File: config.mk
export PLATFORM = sky130hd
export DESIGN_NAME = softusb_txpkt
export DESIGN_NICKNAME = d
export VERILOG_FILES = /design/src/rtl/softusb_txpkt.sv
export SDC_FILE = /design/constraint.sdc
export NUM_CORES = 1
export LEC_CHECK = 0
export ABC_AREA = 1
export CORE_MARGIN = 10
export CORE_UTILIZATION = 53
export DETAILED_ROUTE_END_ITERATION = 6
export GPL_TIMING_DRIVEN = 0
export PLACE_DENSITY = 0.8
export SLEW_MARGIN = 20
export SYNTH_ARGS = -nofsm -noshare
export SYNTH_HDL_FRONTEND = slang
export SYNTH_SLANG_ARGS = --single-unit
export TNS_END_PERCENT = 20
File: constraint.sdc
create_clock -name usb_clk -period 2.1 [get_ports usb_clk]
set_clock_uncertainty 0.2 [all_clocks]
set_input_delay 0.315 -clock usb_clk [delete_from_list [all_inputs] [get_ports usb_clk]]
set_output_delay 0.315 -clock usb_clk [all_outputs]
set_load 0.02 [all_outputs]
File: src/rtl/softusb_txpkt.sv
// USB packet transmitter front end: frames SYNC, PID, optional payload and
// optional CRC16 into a byte stream for the bit-level serializer.
module softusb_txpkt (
  input  logic       usb_clk,
  input  logic       usb_rst,

  input  logic       start,
  input  logic [3:0] pid,
  input  logic       payload_en,
  input  logic       crc16_en,

  input  logic [7:0] pl_data,
  input  logic       pl_valid,
  input  logic       pl_last,
  output logic       pl_ready,

  output logic [7:0] tx_data,
  output logic       tx_valid,
  input  logic       tx_ready,

  output logic       busy,
  output logic       done,
  output logic       underrun
);

  typedef enum logic [2:0] {
    S_IDLE,
    S_SYNC,
    S_PID,
    S_DATA,
    S_CRCL,
    S_CRCH
  } state_t;

  localparam logic [7:0]  SYNC_BYTE = 8'h80;
  localparam logic [15:0] CRC_INIT  = 16'hFFFF;
  localparam logic [15:0] CRC_POLY  = 16'hA001;

  state_t      state, state_d;
  logic [3:0]  pid_q, pid_d;
  logic        pen_q, pen_d;
  logic        cen_q, cen_d;
  logic        last_q, last_d;
  logic [15:0] crc_q, crc_d;
  logic [7:0]  tx_data_d;
  logic        tx_valid_d;
  logic        done_d;
  logic        underrun_d;

  logic        accept;
  logic        need_byte;

  // Reflected CRC16 update, data bits consumed LSB first.
  function automatic logic [15:0] crc16_byte(input logic [15:0] c, input logic [7:0] d);
    logic [15:0] r;
    r = c;
    for (int unsigned i = 0; i < 8; i++) begin
      if (r[0] ^ d[i]) r = (r >> 1) ^ CRC_POLY;
      else             r = r >> 1;
    end
    return r;
  endfunction

  assign accept    = tx_valid & tx_ready;
  // A payload byte must be fetched when the byte on the wire is taken and
  // it is either the PID of a payload packet or a non-final payload byte.
  assign need_byte = accept & (((state == S_PID) & pen_q) | ((state == S_DATA) & ~last_q));
  assign pl_ready  = need_byte & pl_valid;
  assign busy      = (state != S_IDLE);

  // Next-state, next-output and payload handshake decode.
  always_comb begin
    state_d    = state;
    pid_d      = pid_q;
    pen_d      = pen_q;
    cen_d      = cen_q;
    last_d     = last_q;
    crc_d      = crc_q;
    tx_data_d  = tx_data;
    tx_valid_d = tx_valid;
    done_d     = 1'b0;
    underrun_d = 1'b0;

    unique case (state)
      S_IDLE: begin
        if (start) begin
          pid_d      = pid;
          pen_d      = payload_en;
          cen_d      = crc16_en;
          last_d     = 1'b0;
          crc_d      = CRC_INIT;
          tx_data_d  = SYNC_BYTE;
          tx_valid_d = 1'b1;
          state_d    = S_SYNC;
        end
      end

      S_SYNC: begin
        if (accept) begin
          tx_data_d = {~pid_q, pid_q};
          state_d   = S_PID;
        end
      end

      // PID and DATA share the fetch / CRC / finish decision; need_byte
      // already distinguishes "more payload" from "payload complete".
      S_PID, S_DATA: begin
        if (accept) begin
          if (need_byte) begin
            if (pl_valid) begin
              tx_data_d = pl_data;
              last_d    = pl_last;
              crc_d     = crc16_byte(crc_q, pl_data);
              state_d   = S_DATA;
            end else begin
              tx_data_d  = '0;
              tx_valid_d = 1'b0;
              underrun_d = 1'b1;
              state_d    = S_IDLE;
            end
          end else if (cen_q) begin
            tx_data_d = ~crc_q[7:0];
            state_d   = S_CRCL;
          end else begin
            tx_data_d  = '0;
            tx_valid_d = 1'b0;
            done_d     = 1'b1;
            state_d    = S_IDLE;
          end
        end
      end

      S_CRCL: begin
        if (accept) begin
          tx_data_d = ~crc_q[15:8];
          state_d   = S_CRCH;
        end
      end

      S_CRCH: begin
        if (accept) begin
          tx_data_d  = '0;
          tx_valid_d = 1'b0;
          done_d     = 1'b1;
          state_d    = S_IDLE;
        end
      end

      default: begin
        tx_data_d  = '0;
        tx_valid_d = 1'b0;
        state_d    = S_IDLE;
      end
    endcase
  end

  // State, latched packet parameters, CRC and registered outputs.
  always_ff @(posedge usb_clk) begin
    if (usb_rst) begin
      state    <= S_IDLE;
      pid_q    <= '0;
      pen_q    <= 1'b0;
      cen_q    <= 1'b0;
      last_q   <= 1'b0;
      crc_q    <= CRC_INIT;
      tx_data  <= '0;
      tx_valid <= 1'b0;
      done     <= 1'b0;
      underrun <= 1'b0;
    end else begin
      state    <= state_d;
      pid_q    <= pid_d;
      pen_q    <= pen_d;
      cen_q    <= cen_d;
      last_q   <= last_d;
      crc_q    <= crc_d;
      tx_data  <= tx_data_d;
      tx_valid <= tx_valid_d;
      done     <= done_d;
      underrun <= underrun_d;
    end
  end

endmodule

==> key figures, run 1 <==
Critical path
  • Critical path type: in -> reg
  • R2r setup slk: 0.04 ns
  • Path depth of the worst reg2reg path: 16
  • CP startpoint kind: primary input
  • Crit path max fanout: 3
  • Reg2reg start: crc_q[1]
  • Terminus of the critical flop-to-flop path: crc_q[0]
  • Crit. End Element: register
  • Crit path DAT: approximately 2.1 ns
  • WP data required: 2.09 ns

Synth
  • Library cells used by synthesis: 29
  • Synth area leader: dfxtp_1
  • Synth area leaders: dfxtp_1 38%, nand2_1 11%, a21oi_1 9.7%
  • Post-synth top area share: 0.3761
  • Synth Cell Area: between 1500 and 2000 um2
  • Syn. warnings: 0
  • Mean Syn Cell Area: 7.084 um2
  • Seq/Total Area, Yosys: 0.3761
  • Synthesized flop and latch total: 37
  • Post-Syn Instances: around 280
  • Syn nets: just under 300

Power
  • Power density cells: roughly 1400 nW/um2
  • Combinational power share: 0.548
  • Power Internal: ~2200 uW
  • Clock share of power: 0.185
  • Sw Share: 0.4439
  • Max VDD drop: 0.7759 mV
  • Reg power frac: 0.267
  • Total chip power: about 4000 uW
  • P_leak: ~0.0012 uW
  • NetSw: roughly 1700 uW

STA
  • Slew @ Worst Pin: 0.5342 ns
  • Unrepaired setup endpoints after global routing: true
  • Final min period: between 2 and 2.5 ns
  • Worst rel slew slack: 0.6413
  • Fin crit share: 0.9990
  • Endpoints failing hold: 0
  • Final setup viols: 0
  • Fmax achieved: roughly 480 MHz
  • Final worst slack: roughly 0.0021 ns
  • Pins Over Slew Limit: 0

Job
  • MaxCap Viol Count: 0

Floorplan
  • Die ar.: 6554 um2
  • Die height: around 81 um
  • Initial core utilization: 0.5420
  • Die width: 80.96 um
  • Num rows: 22
  • Core ar.: 3633 um2
  • Top-Level Pins: 33

Placed design
  • PortBufs: 32
  • Hpwl dp: a little over 4000 um
  • Setup WS pre-CTS: -0.8095 ns
  • Placer congestion estimate: between 0.9 and 1

Drt
  • DRT iter0 DRCs: slightly above 300
  • Routed vias: 2139
  • TritonRoute pass-1 iters: 5
  • DRT antenna net count: 0
  • DRT Wirelength: roughly 5900 um
  • Routed len/inst: between 15 and 20 um
  • Via density: 5.599
  • Drc violations: 0

Global route
  • Vias in the first global route: roughly 1900
  • Overall Global Routing Usage: 0.1701
  • Largest net degree at the start of global routing: 13
  • First-pass GRT wire length: around 8800 um
  • Total grt overflow: 0
  • Initial antenna violation count: 0

Cells and area
  • Fraction of layout cells with a size suffix above 1: 0.2485
  • Most common cell after layout, fill and taps aside: nand2_1
  • Area of the multi-input gates: about 1200 um2
  • Reg area: 753.2 um2
  • Synthesis-to-finish area growth: 41.42%
  • # diodes: 0
  • Core Util, Final: 0.7665
  • Most frequent cells in the layout: 52 x nand2_1, 38 x a21oi_1, 31 x dfxtp_1
  • Filler cells: between 200 and 300
  • Nets: 353

Clocking
  • Max Root-Sink Buffers: 2
  • TritonCTS clock tree: built
  • Clk root buf: clkbuf_8
  • Clock sink count: 37
  • H-Tree Level Count: 2
  • Total CTS buffers: 5
  • Worst-skew pair later-pin latency: 0.29 ns
  • Cts hold-fix bufs: 0
  • Clock slew at reported path FFs: roughly 0.07 ns

Min path
  • HP Start: tx_data[2]
  • Hold Path Stages: 2
  • Hold Path End: tx_data[2]
  • Min-delay worst type: reg -> reg

Run status
  • Status: finished clean
-- cell families (layout without fill, tap and decap cells) --
group / after synthesis / in the layout / share of synthesized area
compound gates: 87 / 87 / 0.2427
xor+xnor: 9 / 9 / 0.04765
flops: 37 / 37 / 0.3761
buf+inv: 45 / 101 / 0.09022
simple gates: 100 / 100 / 0.2433
-- registers in the layout, indices dropped and copies added, names as in the netlist --
register  count
cen_q         1
crc_q        16
done          1
last_q        1
pen_q         1
pid_q         4
state         3
tx_data       8
tx_valid      1
underrun      1
-- metrics by stage --
| stage | hold WS (ns) | setup TNS [ns] | cells | instance area, um2 |
|---|---|---|---|---|
| 2_1_floorplan | 0.1940 | 0 | 278 | 1969 |
| 5_1_grt | 0.3019 | -0.2354 | 382 | 2785 |
| 3_5_place_dp | 0.2582 | -8.497 | 358 | 2350 |
| 4_1_cts | 0.2672 | 0 | 370 | 2536 |
| 6_report | 0.2655 | 0 | 382 | 2785 |
| 3_3_place_gp | 0.2549 | -8.062 | 358 | 2350 |
-- how the worst max path moves through the flow --
| stage | startpoint | endpoint | slack, ns | cells after the start |
|---|---|---|---|---|
| after floorplan | tx_valid | crc_q[8] | 0.23 | 10 |
| after global placement | tx_ready | pl_ready | -0.81 | 9 |
| after detailed placement | tx_ready | pl_ready | -0.81 | 9 |
| after CTS | crc_q[1] | crc_q[0] | 0.006 | 16 |
| after global routing | pl_data[4] | crc_q[15] | -0.12 | 12 |
| final | pl_data[4] | crc_q[0] | 0.002 | 12 |
-- area by class of cell --
cell class | instances | share of cell area
timing repair buffer | 48 | 0.1581
sequential | 37 | 0.2704
tap | 48 | 0.02156
multi-input combinational | 196 | 0.4335
clock inverter | 3 | 0.02336
clock buffer | 5 | 0.02471
inverter | 36 | 0.04942
buffer | 9 | 0.01887
-- metal layers --
layer	GRT usage	up-vias	wire, um	share of wire
met3	0.04857	18	451	0.076
met2	0.2707	98	2835	0.48
met4	0.06920	0	166	0.028
met1	0.2118	990	2488	0.42
met5	0	-	0	0
li1	-	1033	-	-
-- critical path, stage by stage --
cell	delay, ns
clkdlybuf4s50_1	0.47
xnor2_2	0.35
buf_4	0.18
nand3_2	0.12
nand3_4	0.11
nand3_2	0.10
nand3_2	0.12
nand2_2	0.05
nand2_1	0.07
nand3_2	0.06
nand2_1	0.08
nand2_1	0.04
-- power by group through the flow --
stage	logic, uW	clock network [uW]	registers, uW
floorplan	1170	0	1040
global placement	1600	0	1010
detailed placement	1630	0	1020
CTS	1660	724	1010
global route	2320	762	1060
finish	2150	724	1050
-- synthesized netlist by cell type --
cell type and n:
inv_1 31, nor2_1 10, nor3_1 1, nand3_1 10, o211ai_2 1, clkbuf_1 4
o21ai_0 28, o32ai_1 1, o22ai_1 11, a22oi_1 1, buf_2 4, nand2_1 60
o211ai_1 5, xnor2_1 3, nand2_4 3, nor4_1 1, dfxtp_1 37, a21oi_1 38
a211oi_1 1, inv_2 5, and3_1 1, nor2_4 1, nand2_2 6, o21ai_1 1
xor2_1 4, xor2_2 2, nand3_2 6, or2_1 1, buf_4 1
-- timing repair --
item | 4_1_cts | 5_1_grt
endpoints found under the setup margin | 20 | 24
buffers inserted | 4 | 12
resized for setup | 21 | 40
pin swaps | 4 | 17
No activity file was read; power rests on OpenSTA's default activity.
==> inputs of run 2 (changes only) <==
--- a/config.mk
+++ b/config.mk
@@ -6,10 +6,12 @@
 export NUM_CORES = 1
 export LEC_CHECK = 0
 export ABC_AREA = 1
+export CAP_MARGIN = 20
 export CORE_MARGIN = 10
 export CORE_UTILIZATION = 53
 export DETAILED_ROUTE_END_ITERATION = 6
 export GPL_TIMING_DRIVEN = 0
+export MAX_ROUTING_LAYER = met4
 export PLACE_DENSITY = 0.8
 export SLEW_MARGIN = 20
 export SYNTH_ARGS = -nofsm -noshare
==> run 2 against run 1 <==
Design area increased by 1.0%. Combinational power increased by 4%. First-iteration DRC count decreased by 8.8%. Clock power increased by 1%. Critical path depth decreased by 1. Sequential share of layout area decreased by 0.28 points. Worst hold slack about the same. Global-route usage increased by 0.52 points. Core utilization increased by 0.79 points. Power increased by 2.7%. Largest cell class unchanged. Highest routed layer unchanged.
==> key figures, run 2 (synthesized netlist as in run 1, its figures left out) <==
Run status
  • Status: finished clean (unchanged)

Cells and area
  • Reg with most FFs: crc_q (unchanged)
  • Most frequent cells in the layout: 52 x nand2_1, 38 x a21oi_1, 31 x dfxtp_1 (unchanged)
  • # diodes: 0 (unchanged)
  • Nets: 351 (was 353)
  • Max reg flops: 16 (unchanged)
  • Most common cell after layout, fill and taps aside: nand2_1 (unchanged)
  • Biggest regs: crc_q x16, tx_data x8, pid_q x4 (unchanged)
  • Synthesis-to-finish area growth: 42.88% (was 41.42%)
  • Fraction of layout cells with a size suffix above 1: 0.2530 (was 0.2485)
  • Filler cells: 259 (was 266)
  • Area of the multi-input gates: 1250 um2 (was 1207 um2)
  • Design area: 2814 um2 (was 2785 um2)
  • Reg area: 753.2 um2 (unchanged)

Critical path
  • Critical path type: in -> reg (unchanged)
  • CP startpoint kind: primary input (unchanged)
  • WP data required: 2.09 ns (about the same)
  • Crit path DAT: 2.09 ns (about the same)
  • Crit path max fanout: 4 (was 3)
  • Crit. End Element: register (unchanged)

Floorplan
  • Num rows: 22 (unchanged)
  • Initial core utilization: 0.5420 (unchanged)
  • Die ar.: 6554 um2 (unchanged)
  • Die height: 80.96 um (unchanged)
  • Top-Level Pins: 33 (unchanged)
  • Die width: 80.96 um (unchanged)
  • Core ar.: 3633 um2 (unchanged)

Power
  • P_leak: 0.001180 uW (was 0.001189 uW)
  • Reg power frac: 0.262 (was 0.267)
  • Total chip power: 4027 uW (was 3922 uW)
  • Max VDD drop: 0.7566 mV (was 0.7759 mV)
  • Sw Share: 0.4430 (was 0.4439)
  • Clock share of power: 0.182 (was 0.185)
  • Power Internal: 2243 uW (was 2181 uW)
  • Power density cells: 1431 nW/um2 (was 1408 nW/um2)
  • Combinational power share: 0.556 (was 0.548)
  • NetSw: 1784 uW (was 1741 uW)

Clocking
  • Clock sink count: 37 (unchanged)
  • Clk root buf: clkbuf_8 (unchanged)
  • H-Tree Level Count: 2 (unchanged)
  • Clock slew at reported path FFs: 0.07 ns (about the same)
  • Total CTS buffers: 5 (unchanged)
  • Max Root-Sink Buffers: 2 (unchanged)
  • TritonCTS clock tree: built (unchanged)
  • Worst-skew pair later-pin latency: 0.30 ns (was 0.29 ns)

Min path
  • Min-delay worst type: reg -> reg (unchanged)

Placed design
  • Placer congestion estimate: 0.9297 (was 0.9281)
  • Placed cell area: 2350 um2 (unchanged)
  • PortBufs: 32 (unchanged)
  • Hpwl dp: 4018 um (was 4047 um)

Drt
  • DRT antenna net count: 0 (unchanged)
  • DRT iter0 DRCs: 279 (was 306)
  • Routed len/inst: 15.83 um (was 15.55 um)
  • Highest metal used: met4 (unchanged)
  • Met3 Wirelength: 464 um (was 451 um)
  • Via density: 5.729 (was 5.599)
  • DRT met1 WL: 2477 um (was 2488 um)
  • Drc violations: 0 (unchanged)
  • TritonRoute pass-1 iters: 5 (unchanged)
  • Routed vias: 2177 (was 2139)
  • DRT Wirelength: 6017 um (was 5941 um)
  • Routed wl met2: 2909 um (was 2835 um)

STA
  • Final min period: 2.099 ns (was 2.098 ns)
  • Pins Over Slew Limit: 0 (unchanged)
  • Worst rel slew slack: 0.6434 (was 0.6413)
  • Final setup viols: 0 (unchanged)
  • Unrepaired setup endpoints after global routing: true (unchanged)
  • Fin crit share: 0.9995 (was 0.9990)
  • Slew @ Worst Pin: 0.5311 ns (was 0.5342 ns)
  • Endpoints failing hold: 0 (unchanged)
  • Fmax achieved: 476.4 MHz (was 476.7 MHz)

Global route
  • Initial antenna violation count: 0 (unchanged)
  • Largest net degree at the start of global routing: 13 (unchanged)
  • First-pass GRT wire length: 8942 um (was 8797 um)
  • Total grt overflow: 0 (unchanged)
  • Vias in the first global route: 1939 (was 1890)
  • Overall Global Routing Usage: 0.1753 (was 0.1701)

Job
  • MaxCap Viol Count: 0 (unchanged)
## run 2: changes by cell type in the layout (fill, tap and decap cells not counted), sizes merged
| cell | before | now |
|---|---|---|
| dlygate4sd2 | 3 | 5 |
| clkdlybuf4s15 | 1 | 0 |
| clkinvlp | 0 | 1 |
| inv | 36 | 35 |
| clkdlybuf4s50 | 26 | 25 |
| buf | 22 | 20 |
## run 2: per-layer routing
layer,vias to the layer above,track usage
met3,19,0.04194
met4,0,0.07266
met2,107,0.2723
met1,1019,0.2131
met5,-,-
li1,1032,-
## run 2: worst paths after layout
check | start | to | slack (ns) | cells past startpoint
setup / recovery | pl_data[5] | crc_q[0] | 0.001 | 11
hold / removal | tx_data[7] | tx_data[7] | 0.27 | 2
setup reg to reg | crc_q[1] | crc_q[0] | 0.03 | 16
hold reg to reg | tx_data[7] | tx_data[7] | 0.27 | 2
## run 2: layout make-up
cell class / count / area share
multi-input cells: 196 / 0.4442
plain buffers: 9 / 0.01867
flip-flops and latches: 37 / 0.2677
clock buffers: 5 / 0.02446
inverters: 36 / 0.05024
well taps: 48 / 0.02134
repair buffers: 46 / 0.1503
clock inverters: 3 / 0.02312
## run 2: repair_timing
action,CTS,global route
gates resized for setup,21,47
endpoints found under the setup margin,20,30
setup buffers,4,10
pin swaps,4,11
hold buffers,0,0
endpoints found under the hold margin,0,0
## run 2: power by group through the flow
| stage | Sequential, uW | Combinational [uW] | Clock (uW) |
|---|---|---|---|
| 6_report | 1050 | 2240 | 733 |
| 5_1_grt | 1070 | 2420 | 759 |
| 4_1_cts | 1010 | 1680 | 733 |
| 3_5_place_dp | 1020 | 1620 | 0 |
| 3_3_place_gp | 1010 | 1600 | 0 |
| 2_1_floorplan | 1040 | 1170 | 0 |
## run 2: through the flow
| stage | hold slack (ns) | instances | setup WS, ns | util | setup TNS (ns) |
|---|---|---|---|---|---|
| final | 0.2655 | 380 | 0.001033 | 0.7744 | 0 |
| after global routing | 0.2967 | 380 | -0.07321 | 0.7744 | -0.1842 |
| after CTS | 0.2698 | 370 | 0.005967 | 0.6997 | 0 |
| after detailed placement | 0.2575 | 358 | -0.8297 | 0.6467 | -8.843 |
| after global placement | 0.2550 | 358 | -0.8195 | 0.6467 | -8.266 |
| after floorplan | 0.1940 | 278 | 0.2296 | - | 0 |
## run 2: worst max-delay path, stage by stage
cell	delay [ns]
clkdlybuf4s50_1	0.58
xor2_2	0.33
inv_1	0.16
nand3_4	0.15
nand3_2	0.14
nand3_4	0.10
nand2_2	0.06
nand2_1	0.05
nand3_1	0.09
nand2_1	0.08
nand2_1	0.04
